File: src/rtl/seg_pkg.sv
`default_nettype none
// ============================================================================
// Module      : seg_pkg
// Description : Shared segment patterns (active-low {g,f,e,d,c,b,a}) and the
//               digit-slot index encoding for the 4-digit clock display.
// Revision    : 1.0 - initial release
// ============================================================================
package seg_pkg;

    localparam logic [6:0] SEG_0     = 7'b1000000;
    localparam logic [6:0] SEG_1     = 7'b1111001;
    localparam logic [6:0] SEG_2     = 7'b0100100;
    localparam logic [6:0] SEG_3     = 7'b0110000;
    localparam logic [6:0] SEG_4     = 7'b0011001;
    localparam logic [6:0] SEG_5     = 7'b0010010;
    localparam logic [6:0] SEG_6     = 7'b0000010;
    localparam logic [6:0] SEG_7     = 7'b1111000;
    localparam logic [6:0] SEG_8     = 7'b0000000;
    localparam logic [6:0] SEG_9     = 7'b0010000;
    localparam logic [6:0] SEG_BLANK = 7'b1111111;

    typedef enum logic [1:0] {
        DIG_MIN_UNITS = 2'd0,
        DIG_MIN_TENS  = 2'd1,
        DIG_HR_UNITS  = 2'd2,
        DIG_HR_TENS   = 2'd3
    } digit_idx_t;

endpackage
`default_nettype wire

File: src/rtl/bcd_to_7seg.sv
`default_nettype none
// ============================================================================
// Module      : bcd_to_7seg
// Description : Combinational BCD to active-low 7-segment decoder; codes
//               10-15 decode to a blank digit.
// Revision    : 1.0 - initial release
// ============================================================================
module bcd_to_7seg
    import seg_pkg::*;
(
    input  logic [3:0] i_bcd,
    output logic [6:0] o_seg
);

    always_comb begin
        o_seg = SEG_BLANK;
        case (i_bcd)
            4'd0:    o_seg = SEG_0;
            4'd1:    o_seg = SEG_1;
            4'd2:    o_seg = SEG_2;
            4'd3:    o_seg = SEG_3;
            4'd4:    o_seg = SEG_4;
            4'd5:    o_seg = SEG_5;
            4'd6:    o_seg = SEG_6;
            4'd7:    o_seg = SEG_7;
            4'd8:    o_seg = SEG_8;
            4'd9:    o_seg = SEG_9;
            default: o_seg = SEG_BLANK;
        endcase
    end

endmodule
`default_nettype wire

File: src/rtl/seg_scan_driver.sv
`default_nettype none
// ============================================================================
// Module      : seg_scan_driver
// Description : Time-multiplexed 4-digit HH:MM seven-segment scan driver.
//               Define SEG_SCAN_BLINK_EN to enable per-digit blinking.
// Revision    : 1.0 - initial release
// ============================================================================
module seg_scan_driver
    import seg_pkg::*;
#(
    parameter int SCAN_DIV = 100000,
    parameter int LZ_BLANK = 1
) (
    input  logic       clk,
    input  logic       rst,
    input  logic [3:0] min_units,
    input  logic [2:0] min_tens,
    input  logic [3:0] hr_units,
    input  logic [1:0] hr_tens,
    input  logic       colon,
    input  logic [3:0] blink_mask,
    output logic [3:0] anode,
    output logic [6:0] seg,
    output logic       dp
);

    localparam int c_PW    = (SCAN_DIV > 1) ? $clog2(SCAN_DIV) : 1;
    localparam bit c_LZ_ON = (LZ_BLANK != 0);

    logic [c_PW-1:0] r_presc;
    digit_idx_t      r_idx;
    logic [3:0]      r_anode;
    logic [6:0]      r_seg;
    logic            r_dp;

    logic            w_tick;
    logic [3:0]      w_digit;
    logic [6:0]      w_seg_dec;
    logic [3:0]      w_anode;
    logic            w_lz_blank;
    logic            w_blink_off;

    assign w_tick = (r_presc == c_PW'(SCAN_DIV - 1));

    // Digit is picked and decoded live from the counter inputs every cycle.
    always_comb begin
        w_digit = 4'd0;
        case (r_idx)
            DIG_MIN_UNITS: w_digit = min_units;
            DIG_MIN_TENS:  w_digit = {1'b0, min_tens};
            DIG_HR_UNITS:  w_digit = hr_units;
            DIG_HR_TENS:   w_digit = {2'b00, hr_tens};
            default:       w_digit = 4'd0;
        endcase
    end

    bcd_to_7seg u_dec (
        .i_bcd (w_digit),
        .o_seg (w_seg_dec)
    );

    assign w_anode    = ~(4'b0001 << r_idx);
    assign w_lz_blank = c_LZ_ON && (r_idx == DIG_HR_TENS) && (hr_tens == 2'd0);

`ifdef SEG_SCAN_BLINK_EN
    logic [5:0] r_blink_cnt;
    logic       r_phase_on;

    // Phase flips once every 64 scan ticks.
    always_ff @(posedge clk) begin
        if (rst) begin
            r_blink_cnt <= 6'd0;
            r_phase_on  <= 1'b1;
        end else if (w_tick) begin
            r_blink_cnt <= r_blink_cnt + 6'd1;
            if (r_blink_cnt == 6'd63) begin
                r_phase_on <= ~r_phase_on;
            end
        end
    end

    assign w_blink_off = blink_mask[r_idx] && !r_phase_on;
`else
    logic w_unused_blink;
    assign w_unused_blink = &{1'b0, blink_mask};
    assign w_blink_off    = 1'b0;
`endif

    always_ff @(posedge clk) begin
        if (rst) begin
            r_presc <= '0;
            r_idx   <= DIG_MIN_UNITS;
            r_anode <= 4'b1111;
            r_seg   <= SEG_BLANK;
            r_dp    <= 1'b1;
        end else begin
            r_presc <= w_tick ? '0 : r_presc + c_PW'(1);
            if (w_tick) begin
                r_idx <= digit_idx_t'(r_idx + 2'd1);
            end
            r_anode <= w_anode;
            r_seg   <= (w_lz_blank || w_blink_off) ? SEG_BLANK : w_seg_dec;
            r_dp    <= !((r_idx == DIG_HR_UNITS) && colon && !w_blink_off);
        end
    end

    assign anode = r_anode;
    assign seg   = r_seg;
    assign dp    = r_dp;

endmodule
`default_nettype wire

File: config.mk
export PLATFORM = sky130hd
export DESIGN_NAME = seg_scan_driver
export DESIGN_NICKNAME = d
export VERILOG_FILES = /design/src/rtl/seg_pkg.sv /design/src/rtl/bcd_to_7seg.sv /design/src/rtl/seg_scan_driver.sv
export SDC_FILE = /design/constraint.sdc
export NUM_CORES = 1
export LEC_CHECK = 0
export CAP_MARGIN = 25
export CORE_AREA = 4 4 77 79
export CTS_CLUSTER_DIAMETER = 60
export DETAILED_ROUTE_END_ITERATION = 12
export DIE_AREA = 0 0 81 83
export SYNTH_ARGS = -nofsm -noshare
export SYNTH_HDL_FRONTEND = slang
export SYNTH_SLANG_ARGS = --single-unit
File: constraint.sdc
create_clock -name clk -period 4 [get_ports clk]
set_input_delay 0.8 -clock clk [delete_from_list [all_inputs] [get_ports clk]]
set_output_delay 0.8 -clock clk [all_outputs]
set_load 0.05 [all_outputs]
=== After elaboration in Yosys (flattened, before gate mapping) ===
Memory sizes are Yosys's and may differ from the RTL's. A register that Yosys moved wholly into a read port is not among the register bits.
Cells that the tools add are included.

* Reduce and logical (&&, ||, !) cells: 7
* Div/mod/pow operators: 0
* Shift operators: 1
* Multipliers: 0
* Add/subtract/negate cells: 2
* Muxes and demuxes: 1
* Equal/unequal tests: 4
* Bitwise operators: 1
* Order comparisons: 0

{| class="wikitable"
|+ Operators by type and width
! kind !! count
|-
| $add A17 B1 Y17 const B || 1
|-
| $eq A17 B17 Y1 const B || 1
|-
| $pmux W4 S4 || 1
|-
| $eq A2 B2 Y1 const B || 2
|-
| $logic_not A2 Y1 || 2
|-
| $not A4 Y4 || 1
|-
| $reduce_or A2 Y1 || 2
|-
| $shl A1 B2 Y4 const A || 1
|-
| $add A2 B1 Y2 const B || 1
|-
| $eq A2 B1 Y1 const B || 1
|-
| $logic_and A1 B1 Y1 || 2
|-
| $logic_not A1 Y1 || 1
|}

* Memory bits (writable): 0
* Register bits: 24
* Bits in latches: 0
* Memory bits (read-only): 112
* Logic and storage cells: 21
* Input bits: 20
* Memories kept: 1

{| class="wikitable"
|+ Memory list
! name !! depth !! bits a word !! rd ports !! clocked after Yosys merged registers in !! write ports !! RTL line !! text
|-
| (name not given) || 16 || 7 || 1 || 1 || 0 || bcd_to_7seg.sv:17 || <nowiki>case (i_bcd)</nowiki>
|}

=== Logic depth before layout (Yosys ltp) ===
* Depth after elaboration: 3
* Mapped depth: 9

=== Cells and area by module ===
A second synthesis with hierarchy kept.

* Cells, all modules: 178
* Area, all modules: 1,557.7 um^2

{| class="wikitable"
|+ By module, submodules not included
! module !! times used !! cells each !! seq. area each (um^2) !! area an instance (um^2)
|-
| seg_scan_driver || 1 || 145 || 620.6 || 1,347.5
|-
| bcd_to_7seg || 1 || 33 || 0.0 || 210.2
|}

=== Worst setup path before layout ===
OpenSTA, ideal clock, no wires.

* Kind: input port to flip-flop
* From: input port hr_tens[1]
* To: register r_seg[6] (netlist: seg[6])
* Path slack: 1,908 ps
* Cell stages on the path: 5
* Data arrival time: 1,969 ps
* Data required time: 3,878 ps
* Path through: a222oi_1 -> mux2i_2 -> ha_1 -> nor3_1 -> o2bb2a_1

* Longest elaborated chain between the ends: 3
* Elaborated cells between the ends (all ways): 4
* Classes of those cells: mux (1); reduce/logical (3)

{| class="wikitable"
|+ Ends and longest elaborated chain
! element !! RTL line !! text
|-
| start, declared || seg_scan_driver.sv:19 || <nowiki>input logic [1:0] hr_tens,</nowiki>
|-
| $logic_not A2 Y1 || seg_scan_driver.sv:63 || <nowiki>assign w_lz_blank = c_LZ_ON && (r_idx == DIG_HR_TENS) && (hr_tens == 2'd0);</nowiki>
|-
| $logic_and A1 B1 Y1 || seg_scan_driver.sv:63 ||
|-
| $reduce_or A2 Y1 (no line) || n/a ||
|-
| end, declared || seg_scan_driver.sv:33 || <nowiki>logic [6:0] r_seg;</nowiki>
|}

Parallel ways exist; a longest one is shown, timed or not.
A chain may end at the register's enable or synchronous reset.

=== Worst setup path after layout ===
Ends and elaborated chain as after synthesis.

==> impl_metrics.env <==
export IMPL_postCtsSetupRepairBufs=0
export IMPL_r2r_slack_ps=1820
export IMPL_startpoint_type="input port"
export IMPL_cts_root_buf="clkbuf_8"
export IMPL_hp_class="reg2reg"
export IMPL_skew_ps=6.38
export IMPL_grt_overflow=0
export IMPL_dp_hpwl_um=2150
export IMPL_worstMarginPinSlew_ps=626
export IMPL_slew_limit_headroom_pct=58.3
export IMPL_p_per_area_nw_per_um2=339
export IMPL_cts_resized_gates=0
export IMPL_via_count=1179
export IMPL_finalSetupViolCount=0
export IMPL_finalPower_mw=0.640
export IMPL_io_buffers=27
export IMPL_syn_cell_area_um2=1460
export IMPL_status="complete, no violations"
export IMPL_drc=0
export IMPL_syn_nets=186
export IMPL_hold_buffers=0
export IMPL_cts_made_buffers=5
export IMPL_crit_chain="clkdlybuf4s50_1, a222oi_1, mux2i_2, ha_1, nor3_1, o2bb2a_1"
export IMPL_syn_area_per_cell_um2=9.32
export IMPL_path_clk_slew_ps=60
export IMPL_max_stage_delay_ps=420
export IMPL_gp_congestion=0.733
export IMPL_crit_end="seg[6]"
export IMPL_worst_path_max_fanout=9
export IMPL_antenna_found_initial=0
export IMPL_vdd_drop_max_v=0.0000963
export IMPL_yosysUniqueCellTypes=37
export IMPL_drtIter0Drc=54
export IMPL_worstRegToRegCells=7
export IMPL_internal_power_mw=0.484
export IMPL_ant_nets=0
export IMPL_die_h_um=83
export IMPL_cts_tree="done"
export IMPL_cts_buffer_depth=2
export IMPL_die_w_um=81
export IMPL_max_freq_mhz=417
export IMPL_vias_per_cell=4.55
export IMPL_start_util_pct=27.4
export IMPL_fin_nets=216
export IMPL_hold_ws_ps=478
export IMPL_r2r_start="r_idx[1]"
export IMPL_p_seq_share_pct=50.2
export IMPL_synth_seq_cells=31
export IMPL_comb_power_share_pct=11.4
export IMPL_maxCapViolations=0
export IMPL_grt_pass1_wl_um=4910
export IMPL_drive_gt1_share_pct=6.95
export IMPL_routedWlPerCell_um=11.1
export IMPL_timing_final_crit_period_ps=2400
export IMPL_clkPwrFrac_pct=38.4
export IMPL_rows=27
export IMPL_rsz0062_at_grt="no"
export IMPL_die_area_um2=6720
export IMPL_cts_num_sinks=31
export IMPL_boundaryPins=32
export IMPL_drt_first_pass_iters=4
export IMPL_drt_wl_total_um=2880
export IMPL_yosysWarnings=0
export IMPL_final_max_slew_viol_count=0
export IMPL_synth_async_reset_ratio_pct=0
export IMPL_synth_seq_area_share_pct=42.4
export IMPL_synth_cells=157
export IMPL_ys_flop_type="dfxtp_1"
export IMPL_core_area_um2=5340
export IMPL_htreeDepth=2
export IMPL_worst_skew_pair_late_latency_ps=280
export IMPL_crit_type="in2reg"
export IMPL_cp_arrival_ps=2560
export IMPL_fin_crit_sh_pct=60.0
export IMPL_place_area_um2=1800
export IMPL_finalHoldViolCount=0
export IMPL_synth_edff_count=0
export IMPL_grt_max_degree=18
export IMPL_rr_endpoint="seg[6]"
export IMPL_cp_required_ps=4160
export IMPL_end_kind="flip-flop"
export IMPL_area_growth_pct=29.0
export IMPL_p_sw_mw=0.156
export IMPL_tns_ps=0
export IMPL_switching_share_pct=24.4
export IMPL_grt_pass1_vias=1083
export IMPL_diodes=0
export IMPL_stdcell_area_um2=1890
export IMPL_crit_path_top_delay_cell="clkdlybuf4s50_1"
export IMPL_p_leak_nw=0.702
export IMPL_cp_startpoint="hr_tens[1]"
export IMPL_grtUsageTotal_pct=9.31
## Yosys cell counts, drive strengths merged, types with 5 or more instances
library cell,instances,area [µm²]
o21ai,8,40.0
inv,9,33.8
nand2b,5,31.3
nand3,5,25.0
nand4,8,62.6
ha,9,113
nor2,20,75.1
dfxtp,31,621
xor2,7,61.3
xnor2,8,70.1
nand2,10,37.5
## kinds of logic after synthesis
group / synth area share (%)
buf+inv: 3.93
simple gates: 24.9
mux: 2.31
fa+ha+maj: 7.70
xor+xnor: 8.98
flops: 42.4
compound gates: 9.75
## worst max-delay path: cells and delay by family
family                     cells  cell delay, ps
AOI/OAI and AO/OA              2             650
adders and majority gates      1             240
buffers and inverters          1             420
muxes                          1             240
and+or+nand+nor                1             220
## power groups by stage
stage / Combinational [mW] / Clock [mW] / Sequential, mW
floorplan: 0.0238 / 0 / 0.347
global placement: 0.0732 / 0 / 0.328
detailed placement: 0.0737 / 0 / 0.328
CTS: 0.0739 / 0.252 / 0.321
global route: 0.0795 / 0.267 / 0.322
finish: 0.0732 / 0.246 / 0.321
## how the worst min path moves through the flow
| stage | startpoint | to | slack, ps | cells past startpoint |
|---|---|---|---|---|
| after floorplan | r_presc[0] | r_presc[0] | 440 | 1 |
| after global placement | r_presc[0] | r_presc[0] | 460 | 1 |
| after detailed placement | r_presc[0] | r_presc[0] | 470 | 1 |
| after CTS | r_presc[0] | r_presc[0] | 480 | 1 |
| after global routing | r_presc[0] | r_presc[0] | 500 | 1 |
| final | r_presc[0] | r_presc[0] | 480 | 1 |
## registers in the layout, indices dropped and copies added, names as in the netlist
signal	count
r_presc	17
seg	7
anode	4
r_idx	2
dp	1
## final cells by class
type	instances	area, µm²
fillers	590	3450
flip-flops and latches	31	621
multi-input cells	113	785
inverters	9	33.8
repair buffers	27	270
clock buffers	6	82.6
clock inverters	1	5.00
well taps	72	90.1
## metrics by stage
stage               setup slack (ps)  instances  util [%]
floorplan                       1910        157         -
global placement                1320        252      33.7
detailed placement              1290        252      33.7
CTS                             1590        259      35.3
global route                    1430        259      35.3
finish                          1600        259      35.3
## metal layers
metal  share of wire [%]  wire [µm]  vias to the layer above  track usage [%]
li1                    -          -                      606                -
met2                  48       1370                       26             14.2
met1                  45       1300                      542             11.4
met4                 1.2         34                        0             3.23
met5                   0          0                        -                0
met3                 6.1        176                        5             4.23
## cells in the final DEF, fill, tap and decap left out, drive strengths merged
cell | synthesis | routed
nand4b | 1 | 1
a21oi | 3 | 3
nand3b | 1 | 1
nor2 | 20 | 20
o2bb2a | 1 | 1
nor4 | 1 | 1
o21a | 3 | 3
a211oi | 2 | 2
dfxtp | 31 | 31
clkdlybuf4s50 | 0 | 27
inv | 9 | 9
nand4 | 8 | 8
clkbuf | 1 | 6
xnor2 | 8 | 8
o311ai | 1 | 1
a222oi | 2 | 2
and4 | 3 | 3
nor4b | 2 | 2
and3 | 1 | 1
ha | 9 | 9
o21ai | 8 | 8
nor4bb | 2 | 2
nor3 | 3 | 3
clkinv | 0 | 1
nand3 | 5 | 5
mux2i | 3 | 3
or3 | 3 | 3
nand2 | 10 | 10
xor2 | 7 | 7
nand2b | 5 | 5
a22oi | 1 | 1
No activity file was read; power rests on OpenSTA's default activity.
